[src/rtl/axi_rb_pkg.sv]
// Shared types and constants for the AXI read-burst arbiter.
// Holds the FSM state encoding and the AXI burst/size helpers.
package axi_rb_pkg;

   localparam logic [1:0] AXI_BURST_INCR = 2'b01;

   typedef enum logic [1:0] {
      IDLE,
      AR,
      DATA
   } state_t;

   function automatic logic [2:0] arsize_f(input int dw);
      logic [2:0] s;
      s = 3'd0;
      for (int i = 0; i < 8; i++) begin
         if ((1 << i) == (dw / 8)) begin
            s = 3'(i);
         end
      end
      return s;
   endfunction

endpackage

[src/rtl/rr_arbiter.sv]
// Combinational round-robin picker.
// Scans upward from start, wrapping, first requester wins.
module rr_arbiter #(
   parameter int NREQ = 2
) (
   input  logic [NREQ-1:0] req,
   input  logic [2:0]      start,
   output logic [NREQ-1:0] gnt,
   output logic [2:0]      idx,
   output logic            any
);

   // lowest index at/above start, else lowest index below start
   always_comb begin
      gnt = '0;
      idx = '0;
      any = 1'b0;
      for (int i = 0; i < NREQ; i++) begin
         if (!any && req[i] && (i >= int'(start))) begin
            any    = 1'b1;
            idx    = 3'(i);
            gnt[i] = 1'b1;
         end
      end
      for (int i = 0; i < NREQ; i++) begin
         if (!any && req[i] && (i < int'(start))) begin
            any    = 1'b1;
            idx    = 3'(i);
            gnt[i] = 1'b1;
         end
      end
   end

endmodule

[src/rtl/axi_rd_arbiter.sv]
// Shares one AXI4 read port between NREQ burst requesters.
// One INCR burst outstanding; R beats steered to the grantee.
module axi_rd_arbiter
   import axi_rb_pkg::*;
#(
   parameter int NREQ       = 2,
   parameter int ADDR_WIDTH = 16,
   parameter int DATA_WIDTH = 32
) (
   input  logic                       clk,
   input  logic                       rst,
   input  logic [NREQ-1:0]            req_valid,
   output logic [NREQ-1:0]            req_ready,
   input  logic [NREQ*ADDR_WIDTH-1:0] req_addr,
   input  logic [NREQ*8-1:0]          req_len,
   output logic [DATA_WIDTH-1:0]      rsp_data,
   output logic [NREQ-1:0]            rsp_valid,
   input  logic [NREQ-1:0]            rsp_ready,
   output logic                       rsp_last,
   output logic [ADDR_WIDTH-1:0]      s_axi_araddr,
   output logic [7:0]                 s_axi_arlen,
   output logic [2:0]                 s_axi_arsize,
   output logic [1:0]                 s_axi_arburst,
   output logic                       s_axi_arvalid,
   input  logic                       s_axi_arready,
   input  logic [DATA_WIDTH-1:0]      s_axi_rdata,
   input  logic                       s_axi_rvalid,
   output logic                       s_axi_rready,
   output logic                       busy,
   output logic [2:0]                 grant
);

   state_t                state_q;
   state_t                state_d;
   logic [ADDR_WIDTH-1:0] addr_q;
   logic [7:0]            len_q;
   logic [7:0]            cnt_q;
   logic [2:0]            grant_q;
   logic [2:0]            ptr_q;

   logic [NREQ-1:0]       gnt;
   logic [2:0]            gidx;
   logic                  any;
   logic                  accept;
   logic                  beat;
   logic                  final_beat;
   logic [ADDR_WIDTH-1:0] sel_addr;
   logic [7:0]            sel_len;

   rr_arbiter #(
      .NREQ (NREQ)
   ) u_rr (
      .req   (req_valid),
      .start (ptr_q),
      .gnt   (gnt),
      .idx   (gidx),
      .any   (any)
   );

   // pick the winner's address and length out of the packed buses
   always_comb begin
      sel_addr = '0;
      sel_len  = '0;
      for (int i = 0; i < NREQ; i++) begin
         if (gnt[i]) begin
            sel_addr = req_addr[i*ADDR_WIDTH +: ADDR_WIDTH];
            sel_len  = req_len[i*8 +: 8];
         end
      end
   end

   // next state plus handshake and steering outputs
   always_comb begin
      state_d       = state_q;
      req_ready     = '0;
      rsp_valid     = '0;
      rsp_last      = 1'b0;
      s_axi_arvalid = 1'b0;
      s_axi_rready  = 1'b0;
      accept        = 1'b0;
      beat          = 1'b0;
      final_beat    = 1'b0;
      unique case (state_q)
         IDLE: begin
            if (any && !rst) begin
               req_ready = gnt;
               accept    = 1'b1;
               state_d   = AR;
            end
         end
         AR: begin
            s_axi_arvalid = 1'b1;
            if (s_axi_arready) begin
               state_d = DATA;
            end
         end
         DATA: begin
            for (int i = 0; i < NREQ; i++) begin
               if (grant_q == 3'(i)) begin
                  rsp_valid[i] = s_axi_rvalid;
                  s_axi_rready = rsp_ready[i];
               end
            end
            rsp_last   = (cnt_q == len_q);
            beat       = s_axi_rvalid && s_axi_rready;
            final_beat = beat && rsp_last;
            if (final_beat) begin
               state_d = IDLE;
            end
         end
         default: state_d = IDLE;
      endcase
   end

   // state register
   always_ff @(posedge clk) begin
      if (rst) begin
         state_q <= IDLE;
      end else begin
         state_q <= state_d;
      end
   end

   // burst descriptor latch, beat counter and round-robin pointer
   always_ff @(posedge clk) begin
      if (rst) begin
         addr_q  <= '0;
         len_q   <= '0;
         cnt_q   <= '0;
         grant_q <= '0;
         ptr_q   <= '0;
      end else begin
         if (accept) begin
            addr_q  <= sel_addr;
            len_q   <= sel_len;
            grant_q <= gidx;
         end
         if (final_beat) begin
            cnt_q <= '0;
            if (grant_q == 3'(NREQ - 1)) begin
               ptr_q <= '0;
            end else begin
               ptr_q <= grant_q + 3'd1;
            end
         end else if (beat) begin
            cnt_q <= cnt_q + 8'd1;
         end
      end
   end

   assign rsp_data      = s_axi_rdata;
   assign s_axi_araddr  = addr_q;
   assign s_axi_arlen   = len_q;
   assign s_axi_arsize  = arsize_f(DATA_WIDTH);
   assign s_axi_arburst = AXI_BURST_INCR;
   assign busy          = (state_q != IDLE);
   assign grant         = grant_q;

endmodule

[config.mk]
export PLATFORM = sky130hd
export DESIGN_NAME = axi_rd_arbiter
export DESIGN_NICKNAME = d
export VERILOG_FILES = /design/src/rtl/axi_rb_pkg.sv /design/src/rtl/rr_arbiter.sv /design/src/rtl/axi_rd_arbiter.sv
export SDC_FILE = /design/constraint.sdc
export NUM_CORES = 1
export LEC_CHECK = 0
export CAP_MARGIN = 10
export CORE_MARGIN = 1
export CORE_UTILIZATION = 38
export DETAILED_ROUTE_END_ITERATION = 7
export PLACE_DENSITY = 0.95
export SKIP_LAST_GASP = 1
export SYNTH_ARGS = -nofsm -noshare
export SYNTH_HDL_FRONTEND = slang
export SYNTH_HIERARCHICAL = 1
export SYNTH_SLANG_ARGS = --single-unit
export TNS_END_PERCENT = 50
[constraint.sdc]
create_clock -name clk -period 3.16 [get_ports clk]
set_input_delay 0.948 -clock clk [delete_from_list [all_inputs] [get_ports clk]]
set_output_delay 0.948 -clock clk [all_outputs]
set_load 0.01 [all_outputs]
After elaboration in Yosys (flattened, before gate mapping). Cells that the tools add are included.

Add/subtract/negate cells: 2. $lt $le $gt $ge: 4. Equality and inequality tests: 7. Muxes and demuxes: 34. Reductions and logical operators: 19.

Operators with widths (count): 16-bit 2-to-1 mux (2); 1-bit 2-to-1 mux (22); 8-bit 2-to-1 mux (2); 2-bit 2-to-1 mux (6); 1-bit logical AND (10); 8-bit by 1-bit adder with 8-bit output, second input constant (1); 8-bit equality test (1); 1-bit by 3-bit greater-or-equal comparator with 1-bit output, first input constant (2); 1-bit by 3-bit < comparator with 1-bit output, first input constant (2); 2-bit != test, second input constant (3); 2-bit case mux with 3 select lines (1); 1-bit logical NOT (4); 3-bit by 1-bit adder with 3-bit output, second input constant (1); 3-bit by 1-bit equality test with 1-bit output, second input constant (1); 3-bit logical NOT (1); 3-bit 2-to-1 mux (1); 3-bit AND reduction (1); 2-bit by 1-bit equality test with 1-bit output, second input constant (1); 2-bit equality test, second input constant (1); 2-bit logical NOT (1); 2-bit nonzero test (1); 2-bit OR reduction (1).

Bits in registers: 40. Bits of input ports: 88. Output and inout port bits: 72.

Depth between registers and ports, before layout. Gate-level depths: netlist of run 1.

Depth after elaboration: 18. Mapped depth: 7.

Hierarchy. Netlist of run 1, hierarchy kept.

By module, submodules not included: axi_rd_arbiter (times used 1, cells an instance 265, area each 2224.6 sq um, seq. area each 800.8 sq um); rr_arbiter (times used 1, cells an instance 9, area each 55.1 sq um, seq. area each 0.0 sq um).

Least setup slack after synthesis of run 1. Ideal clock, no wire load.

Kind: input-to-output. Start point: in req_valid[1]. End point: out req_ready[1]. Data arrival time: 1828 ps. Data required time: 2212 ps. Setup slack: 384 ps. Cell stages on the path: 5. Path buffers: 2. Cells stage by stage: inv_1 a21oi_1 clkbuf_1 clkbuf_1 and2_1.

Elaborated cells between the ends (all ways): 16. Classes of those cells: mux (7); reduce/logical (9).

RTL lines: start: declaration (RTL line axi_rd_arbiter.sv:12) `input logic [NREQ-1:0] req_valid,`; 1-bit logical AND (2 in a row) (RTL line rr_arbiter.sv:19) `if (!any && req[i] && (i >= int'(start))) begin`; 1-bit 2-to-1 mux (RTL line rr_arbiter.sv:19); 1-bit logical NOT (RTL line rr_arbiter.sv:26) `if (!any && req[i] && (i < int'(start))) begin`; 1-bit logical AND (2 in a row) (RTL line rr_arbiter.sv:26); 1-bit 2-to-1 mux (RTL line rr_arbiter.sv:26); 1-bit logical NOT (RTL line rr_arbiter.sv:26); 1-bit logical AND (2 in a row) (RTL line rr_arbiter.sv:26); 1-bit 2-to-1 mux (*) (RTL line rr_arbiter.sv:26); net gnt[1] (RTL line axi_rd_arbiter.sv:41) `logic [NREQ-1:0] gnt;`; 2-bit 2-to-1 mux (*) (RTL line axi_rd_arbiter.sv:85) `if (any && !rst) begin`; 2-bit 2-to-1 mux (*) (RTL line axi_rd_arbiter.sv:83) `unique case (state_q)`; end: declaration (RTL line axi_rd_arbiter.sv:13) `output logic [NREQ-1:0] req_ready,`.

The timed path passes the listed nets; every way through them passes the cells marked *.

Final worst setup path of run 1.
Start point: in rsp_ready[0]. End point: out s_axi_rready.

Word-level cells in the longest chain between the ends: 4.

RTL lines: start: declaration (RTL line axi_rd_arbiter.sv:18) `input logic [NREQ-1:0] rsp_ready,`; 1-bit 2-to-1 mux (2 in a row) (RTL line axi_rd_arbiter.sv:99) `if (grant_q == 3'(i)) begin`; 1-bit 2-to-1 mux (2 in a row) (RTL line axi_rd_arbiter.sv:83); end: declaration (RTL line axi_rd_arbiter.sv:28) `output logic s_axi_rready,`.

No other way between the ends. The select of a mux whose other input is x is not followed.

==> impl_metrics.tcl, run 1 <==
set metrics [dict create \
    outcome "complete, but fails checks" \
    failed_checks "setup timing" \
    crit_type "primary input to primary output" \
    ctsHtreeMaxLevel 2 \
    routed_wl_um 6000 \
    synthFlopType "dfxtp_1" \
    critical_path_required_ns 2.21 \
    slew_violations 0 \
    num_rows 27 \
    clockBufferDepth 2 \
    yosysMostFrequentCell "dfxtp_1" \
    dp_cells 393 \
    syn_avg_cell_area_um2 8.32 \
    coreArea_um2 5640 \
    hp-class "register to register" \
    clock-skew-final_ns 0.0105 \
    stdcell_area_um2 3130 \
    cts-root-buf "clkbuf_8" \
    crit_path_end_kind "primary output" \
    tns_ns -0.0156 \
    rsz0062_at_grt "yes" \
    die_x_um 79.5 \
    antenna_found_initial 0 \
    ys_ff_latch 40 \
    die-area_um2 6310 \
    power.density_nw_per_um2 448 \
    synth_warnings 6 \
    portBuffers 90 \
    synth_area_um2 2280 \
    synthCells 274 \
    yosysTopAreaCellShare_pct 35.1 \
    grtUsageTotal_pct 19.3 \
    antenna_left 0 \
    avgRoutedWirePerCell_um 14.9 \
    fmax_ghz 0.315 \
    hold_buffers 0 \
    critPathMaxFanout 2 \
    place_congestion 0.791 \
    cts_sinks 40 \
    clk_latency_ns 0.29 \
    ir_worst_vdd_mv 0.262 \
    final_cells 402 \
    ios 160 \
    placed_area_um2 3020 \
    n_fill_cell 486 \
    cts_tree "yes" \
    post-route-min-period_ns 3.18 \
    drv_cap 0 \
    start_util_pct 40.4 \
    area.growth.synth_to_final_pct 37.2 \
    grt.overflow.total 0 \
    finalCritPeriodShare_pct 100 \
    nNetsFinal 418 \
    antennaDiodeCount 0 \
    drc 0 \
    synth_common_cells "dfxtp_1 (40), buf_4 (39), nor2_1 (31)" \
    first_pass_iters 4 \
    layout-drive-gt1-share_pct 9.70 \
    totalPowerFinal_mw 1.40 \
    die_y_um 79.5 \
    setup_viol 1 \
    hold_viol_final 0 \
    cts_buffers 5 \
    dp.final_hpwl_um 4470 \
    grt_pass1_vias 2124 \
    synth.distinct_cells 42 \
    crit_arrival_ns 2.23 \
    grt_pass1_wl_um 9570 \
    synth_largest_area_cell "dfxtp_1" \
    async_flop_share_pct 0 \
    viasPerCell 5.45 \
    clk_pin_slew_ns 0.07 \
    num_vias 2189 \
    drt_iter0_markers 72 \
    p_leak_nw 1.11 \
    synth_seq_area_share_pct 35.1 \
    synth_edf_count 0 \
    setup_slack_ns -0.0156 \
    dp_slack_ns -0.387 \
    grt_max_degree 40 \
    yosys-top-cells-area "dfxtp_1 (35%), buf_4 (13%), a211oi_1 (7.9%)" \
    worstSetupStartpointType "primary input" \
]
-- layout by cell type, fill, tap and decap left out, drive strengths merged, types with 2 or more instances in the layout --
cell type,count
nor2,31
clkbuf,7
o2111ai,3
and2,2
clkdlybuf4s50,87
and3,2
a22oi,23
or2,3
a21oi,6
nor4,2
o221ai,3
nor3,3
xnor2,8
dfxtp,40
o21ai,4
nor3b,4
nand4,2
o31ai,2
o311ai,2
buf,14
o211ai,5
a31oi,2
a211oi,24
nand2,18
nor2b,2
or4,3
inv,3
conb,7
nand3,5
-- registers in the layout, indices dropped and copies added (netlist names) --
register,flops
s_axi_arlen,8
state_q,2
cnt_q,8
ptr_q,3
s_axi_araddr,16
grant,3
-- power breakdown --
group | switching [mW] | total [mW] | internal (mW) | leakage [nW]
combinational | 0.192 | 0.410 | 0.218 | 0.724
clock | 0.174 | 0.408 | 0.234 | 0.0552
sequential | 0.0353 | 0.581 | 0.546 | 0.328
total | 0.401 | 1.40 | 0.998 | 1.11
-- metal layers --
layer | global-route usage [%] | vias up | share of wire (%)
met4 | 7.27 | 0 | 2.6
met3 | 5.60 | 20 | 8.9
met5 | 0 | - | 0
met2 | 33.8 | 115 | 50
met1 | 21.8 | 996 | 38
li1 | - | 1058 | -
-- through the flow --
step                util [%]  hold slack [ns]
detailed placement      53.5            0.463
floorplan                  -            0.443
finish                  55.4            0.471
CTS                     55.5            0.475
global placement        53.5            0.458
global route            55.4            0.483
-- area by class of cell --
cell class / count / area (µm²) / share of cell area [%]
clock inverter: 2 / 35.0 / 1.12
multi-input combinational: 176 / 1120 / 35.7
clock buffer: 6 / 72.6 / 2.32
inverter: 3 / 11.3 / 0.360
tap: 72 / 90.1 / 2.88
timing repair buffer: 103 / 1000 / 32.0
sequential: 40 / 801 / 25.6
-- critical path, cell delays in order --
cell,delay [ns]
clkdlybuf4s50_1,0.47
mux2i_1,0.08
and2b_2,0.21
clkdlybuf4s50_1,0.52
-- cells by family (layout without fill, tap and decap cells) --
family | count (synthesis) | in the layout | share of synthesized area, %
AND/OR/NAND/NOR | 83 | 83 | 18.8
AO/OA/AOI/OAI | 76 | 76 | 24.3
buffers and inverters | 62 | 114 | 17.3
flip-flops | 40 | 40 | 35.1
XOR/XNOR | 8 | 8 | 3.07
other | 3 | 7 | 0.494
adder cells (fa/ha/maj) | 1 | 1 | 0.549
multiplexers | 1 | 1 | 0.439
-- what timing repair did --
| action | CTS | global route |
|---|---|---|
| buffers inserted | 1 | 0 |
| pin swaps | 0 | 0 |
| endpoints found under the hold margin | 0 | 0 |
| resized for setup | 8 | 1 |
| setup endpoints to repair | 4 | 2 |
-- worst paths after layout --
kind / end / slack, ns / startpoint / cells past startpoint
min: ptr_q[2] / 0.47 / ptr_q[2] / 1
min reg2reg: ptr_q[2] / 0.47 / ptr_q[2] / 1
max reg2reg: s_axi_araddr[2] / 1.26 / ptr_q[0] / 7
max: s_axi_rready / -0.02 / rsp_ready[0] / 4
(Power assumes the default switching activity.)
==> inputs of run 2 (changes only) <==
--- a/config.mk
+++ b/config.mk
@@ -9,6 +9,7 @@
 export CORE_MARGIN = 1
 export CORE_UTILIZATION = 38
 export DETAILED_ROUTE_END_ITERATION = 7
+export MAX_ROUTING_LAYER = met4
 export PLACE_DENSITY = 0.95
 export SKIP_LAST_GASP = 1
 export SYNTH_ARGS = -nofsm -noshare
==> impl_metrics.tcl, run 2 (synthesized netlist as in run 1, its figures left out) <==
set metrics [dict create \
    outcome "complete, but fails checks" \
    failed_checks "setup timing" \
    layout-drive-gt1-share_pct 9.70 \
    power.density_nw_per_um2 447 \
    crit_arrival_ns 2.23 \
    path_cells "clkdlybuf4s50_1 > mux2i_1 > and2b_2 > clkdlybuf4s50_1" \
    routed_wl_um 5950 \
    slew_violations 0 \
    layout_common_cells "clkdlybuf4s50_1 (87), dfxtp_1 (40), nor2_1 (31), a211oi_1 (24), a22oi_1 (23)" \
    final_common_cell "clkdlybuf4s50_1" \
    clk_pin_slew_ns 0.07 \
    hold_buffers 0 \
    hp-class "register to register" \
    drc 0 \
    max_stage_delay_ns 0.52 \
    antennaDiodeCount 0 \
    num_vias 2160 \
    grt.overflow.total 0 \
    cts_tree "yes" \
    ios 160 \
    cts_sinks 40 \
    drt_iter0_markers 100 \
    cp_common_cell "clkdlybuf4s50_1" \
    antenna_found_initial 0 \
    place_congestion 0.802 \
    cp_slowest_cell "clkdlybuf4s50_1" \
    clockBufferDepth 2 \
    grt_pass1_vias 2120 \
    cts-root-buf "clkbuf_8" \
    dp_slack_ns -0.387 \
    ir_worst_vdd_mv 0.261 \
    grt_max_degree 40 \
    area.growth.synth_to_final_pct 37.2 \
    nNetsFinal 418 \
    die_y_um 79.5 \
    finalCritPeriodShare_pct 101 \
    ctsHtreeMaxLevel 2 \
    dp.final_hpwl_um 4470 \
    die_x_um 79.5 \
    p_leak_nw 1.11 \
    stdcell_area_um2 3130 \
    first_pass_iters 4 \
    hold_viol_final 0 \
    crit_type "primary input to primary output" \
    placed_area_um2 3020 \
    grt_pass1_wl_um 9630 \
    num_rows 27 \
    largest_reg_flops 16 \
    portBuffers 90 \
    rsz0062_at_grt "yes" \
    coreArea_um2 5640 \
    viasPerCell 5.37 \
    reg2reg_slack_ns 1.26 \
    clock-skew-final_ns 0.0107 \
    crit_path_end_kind "primary output" \
    setup_viol 1 \
    grtUsageTotal_pct 19.9 \
    cts_buffers 5 \
    die-area_um2 6310 \
    antenna_left 0 \
    avgRoutedWirePerCell_um 14.8 \
    clk_latency_ns 0.29 \
    start_util_pct 40.4 \
    setup_slack_ns -0.0162 \
    critPathMaxFanout 2 \
    post-route-min-period_ns 3.18 \
    critical_path_required_ns 2.21 \
    drv_cap 0 \
    worstSetupStartpointType "primary input" \
    fmax_ghz 0.315 \
]
## run 2: cell counts in the layout (fill, tap and decap cells not counted)
Identical to the previous run, type by type.
## run 2: cell type report
class	instances	area, µm²
repair buffers	103	1000
multi-input cells	176	1120
well taps	72	90.1
flip-flops and latches	40	801
inverters	3	11.3
fillers	486	2510
clock inverters	2	35.0
clock buffers	6	72.6
## run 2: per-stage QoR
stage / TNS, ns / util, % / hold slack [ns] / power [mW] / cells
2_1_floorplan: 0 / - / 0.443 / 0.823 / 278
3_3_place_gp: -0.693 / 53.5 / 0.458 / 0.985 / 393
3_5_place_dp: -0.850 / 53.5 / 0.463 / 0.998 / 393
4_1_cts: -0.0808 / 55.5 / 0.475 / 1.41 / 402
5_1_grt: -0.0754 / 55.4 / 0.483 / 1.47 / 402
6_report: -0.0162 / 55.4 / 0.472 / 1.40 / 402
## run 2: worst paths after layout
kind                start              end  cells past startpoint
max          rsp_ready[0]     s_axi_rready                      4
min              ptr_q[2]         ptr_q[2]                      1
max reg2reg      ptr_q[0]  s_axi_araddr[2]                      7
min reg2reg      ptr_q[2]         ptr_q[2]                      1
## run 2: per-layer routing
layer	track usage [%]	share of wire (%)	vias up
li1	-	-	1056
met1	23.0	40	981
met2	33.7	50	103
met3	4.46	8.1	20
met4	7.27	2.6	0
met5	-	0	-
## run 2: critical path, delay by kind of cell
| family | cells | cell delay, ns |
|---|---|---|
| simple gates | 1 | 0.21 |
| buf+inv | 2 | 0.99 |
| mux | 1 | 0.08 |
## run 2: where the power goes
| group | switching (mW) | leakage, nW | total, mW | internal, mW |
|---|---|---|---|---|
| combinational | 0.191 | 0.724 | 0.409 | 0.218 |
| sequential | 0.0353 | 0.328 | 0.581 | 0.546 |
| clock | 0.174 | 0.0552 | 0.408 | 0.234 |
## run 2: timing repair
action	CTS	global route
endpoints found under the setup margin	4	2
setup buffers	1	0
resized for setup	8	1
==> inputs of run 3 (changes only) <==
--- a/config.mk
+++ b/config.mk
@@ -5,12 +5,13 @@
 export SDC_FILE = /design/constraint.sdc
 export NUM_CORES = 1
 export LEC_CHECK = 0
+export ABC_AREA = 1
 export CAP_MARGIN = 10
 export CORE_MARGIN = 1
 export CORE_UTILIZATION = 38
 export DETAILED_ROUTE_END_ITERATION = 7
 export MAX_ROUTING_LAYER = met4
-export PLACE_DENSITY = 0.95
+export PLACE_DENSITY = 0.89
 export SKIP_LAST_GASP = 1
 export SYNTH_ARGS = -nofsm -noshare
 export SYNTH_HDL_FRONTEND = slang
==> impl_metrics.tcl, run 3 <==
set metrics [dict create \
    crit_arrival_ns 2.30 \
    regArea_um2 801 \
    avgRoutedWirePerCell_um 11.9 \
    hp-class "register to register" \
    antenna_left 0 \
    num_vias 2295 \
    reg2reg_from "ptr_q[1]" \
    n_fill_cell 528 \
    nNetsFinal 489 \
    cts_tree "yes" \
    portBuffers 90 \
    hold_viol_final 0 \
    hold_depth 2 \
    ios 160 \
    grt.overflow.total 0 \
    start_util_pct 40.4 \
    cts_setup_buffers 0 \
    viasPerCell 4.85 \
    setup_slack_ns -0.0870 \
    setup_viol 2 \
    rsz0062_at_grt "yes" \
    multi_input_area_um2 1030 \
    die-area_um2 6350 \
    yosys-top-cells-area "dfxtp_1 (35%), nand2_1 (19%), buf_4 (13%)" \
    grt_pass1_wl_um 9240 \
    critPathMaxFanout 2 \
    drt_iter0_markers 111 \
    combPwrFrac_pct 23.7 \
    pwr-share-clk_pct 29.5 \
    place_congestion 0.840 \
    num_rows 27 \
    ctsHtreeMaxLevel 2 \
    drc 0 \
    ir_worst_vdd_mv 0.227 \
    outcome "complete, but fails checks" \
    cts_buffers 5 \
    synth_common_cells "nand2_1 (119), buf_4 (40), dfxtp_1 (40)" \
    grt_max_degree 29 \
    fmax_ghz 0.308 \
    die_x_um 79.7 \
    area.growth.synth_to_final_pct 36.1 \
    yosysTopAreaCellShare_pct 34.9 \
    reg2regPathDepth 11 \
    yosysMostFrequentCell "nand2_1" \
    post-route-min-period_ns 3.25 \
    power.density_nw_per_um2 377 \
    cts_sinks 40 \
    cp_slowest_cell "clkdlybuf4s50_1" \
    cp_common_cell "clkdlybuf4s50_1" \
    worstSetupStartpointType "primary input" \
    synth_edf_count 0 \
    clk_latency_ns 0.29 \
    async_flop_share_pct 0 \
    first_pass_iters 4 \
    max_stage_delay_ns 0.54 \
    slew_violations 0 \
    layout_common_cells "nand2_1 (119), clkdlybuf4s50_1 (86), dfxtp_1 (40), inv_1 (30), a31oi_1 (24)" \
    die_y_um 79.7 \
    synth_largest_area_cell "dfxtp_1" \
    drv_cap 0 \
    clockBufferDepth 2 \
    min_to "ptr_q[1]" \
    grt_pass1_vias 2268 \
    p_sw_share_pct 27.0 \
    synth_warnings 6 \
    power_switching_mw 0.317 \
    synthCells 338 \
    ys_ff_latch 40 \
    clk_pin_slew_ns 0.07 \
    layout-drive-gt1-share_pct 8.48 \
    synth_area_um2 2290 \
    coreArea_um2 5680 \
    crit_family "buffers and inverters" \
    p_seq_share_pct 46.8 \
    routed_wl_um 5650 \
    cts-root-buf "clkbuf_8" \
    dp_slack_ns -0.330 \
    path_cells "clkdlybuf4s50_1 > nand4_1 > nand2_1 > inv_1 > nor2_1 > clkdlybuf4s50_1" \
    final_common_cell "nand2_1" \
    p_leak_nw 1.21 \
    crit_buf_inv 3 \
    synthFlopType "dfxtp_1" \
    clock-skew-final_ns 0.00573 \
    internal-power_mw 0.859 \
    r2r-end "s_axi_araddr[0]" \
    critical_path_required_ns 2.21 \
    synth.distinct_cells 28 \
    syn_avg_cell_area_um2 6.79 \
    synth_seq_area_share_pct 34.9 \
    grtUsageTotal_pct 19.3 \
    dp.final_hpwl_um 4360 \
    antenna_found_initial 0 \
    antennaDiodeCount 0 \
    failed_checks "setup timing" \
    finalCritPeriodShare_pct 103 \
    totalPowerFinal_mw 1.18 \
    largest_reg_flops 16 \
    crit_type "primary input to primary output" \
    min-delay-start "ptr_q[1]" \
    reg2reg_slack_ns 1.49 \
    crit_path_end_kind "primary output" \
]
run 3: cell types whose count changed in the layout (fill, tap and decap cells not counted), sizes merged, moves of 5 or more:
cell,change
o211ai,-5
a211oi,-24
nor2,-8
xnor2,-8
nand2,+106
a21oi,+6
inv,+31
a31oi,+22
a22oi,-23
run 3: layout make-up:
| cell class | instances | area share [%] |
|---|---|---|
| inverter | 34 | 4.09 |
| multi-input combinational | 218 | 32.9 |
| tap | 72 | 2.89 |
| timing repair buffer | 101 | 31.6 |
| clock buffer | 8 | 2.89 |
| sequential | 40 | 25.7 |
run 3: cells by family after synthesis:
group | Yosys count | synth area share, %
DFF | 40 | 34.9
xor gates and xnor gates | 4 | 1.53
adders and majority gates | 1 | 0.545
and+or+nand+nor | 162 | 30.3
AOI/OAI and AO/OA | 44 | 11.1
buffers and inverters | 84 | 21.1
other | 3 | 0.491
run 3: worst max-delay path by stage:
stage,start,to,slack [ns],depth (start not counted)
3_5_place_dp,req_valid[1],req_ready[1],-0.33,6
6_report,rsp_ready[1],s_axi_rready,-0.09,6
3_3_place_gp,req_valid[1],req_ready[1],-0.23,6
4_1_cts,req_valid[1],req_ready[0],-0.20,8
2_1_floorplan,req_valid[0],req_ready[0],0.50,4
5_1_grt,rsp_ready[1],s_axi_rready,-0.20,6
run 3: repair_timing:
| item | 4_1_cts | 5_1_grt |
|---|---|---|
| hold buffers | 0 | 0 |
| gates cloned | 0 | 0 |
| hold endpoints to repair | 0 | 0 |
| resized for setup | 3 | 2 |
| endpoints found under the setup margin | 5 | 5 |
run 3: metrics by stage:
stage	TNS, ns	instance area, µm²	utilization (%)	hold slack [ns]	cells
after floorplan	0	2310	-	0.419	342
after global placement	-0.842	3030	53.3	0.430	465
after detailed placement	-1.04	3030	53.3	0.434	465
after CTS	-0.498	3120	54.9	0.446	473
after global routing	-0.319	3120	55.0	0.472	473
final	-0.0897	3120	55.0	0.444	473
run 3: worst register-to-register path: stages (launching register included):
cell	delay, ns
dfxtp_1	0.33
inv_1	0.05
nand2_2	0.07
buf_4	0.11
nor2_1	0.03
nor2_1	0.08
inv_1	0.06
buf_4	0.13
nor3_4	0.20
buf_4	0.28
nand2_1	0.12
a31oi_1	0.14
run 3: routing by layer:
metal	vias to the layer above	wire (µm)	GRT usage [%]
met5	-	0	-
met1	1027	2230	18.0
met4	0	112	11.5
met3	18	419	5.71
met2	108	2890	34.6
li1	1142	-	-
run 3: power groups by stage:
| stage | Combinational (mW) | Clock, mW | Sequential, mW |
|---|---|---|---|
| final | 0.279 | 0.347 | 0.550 |
| after global routing | 0.306 | 0.371 | 0.554 |
| after CTS | 0.281 | 0.355 | 0.550 |
| after detailed placement | 0.281 | 0 | 0.561 |
| after global placement | 0.275 | 0 | 0.561 |
| after floorplan | 0.161 | 0 | 0.569 |
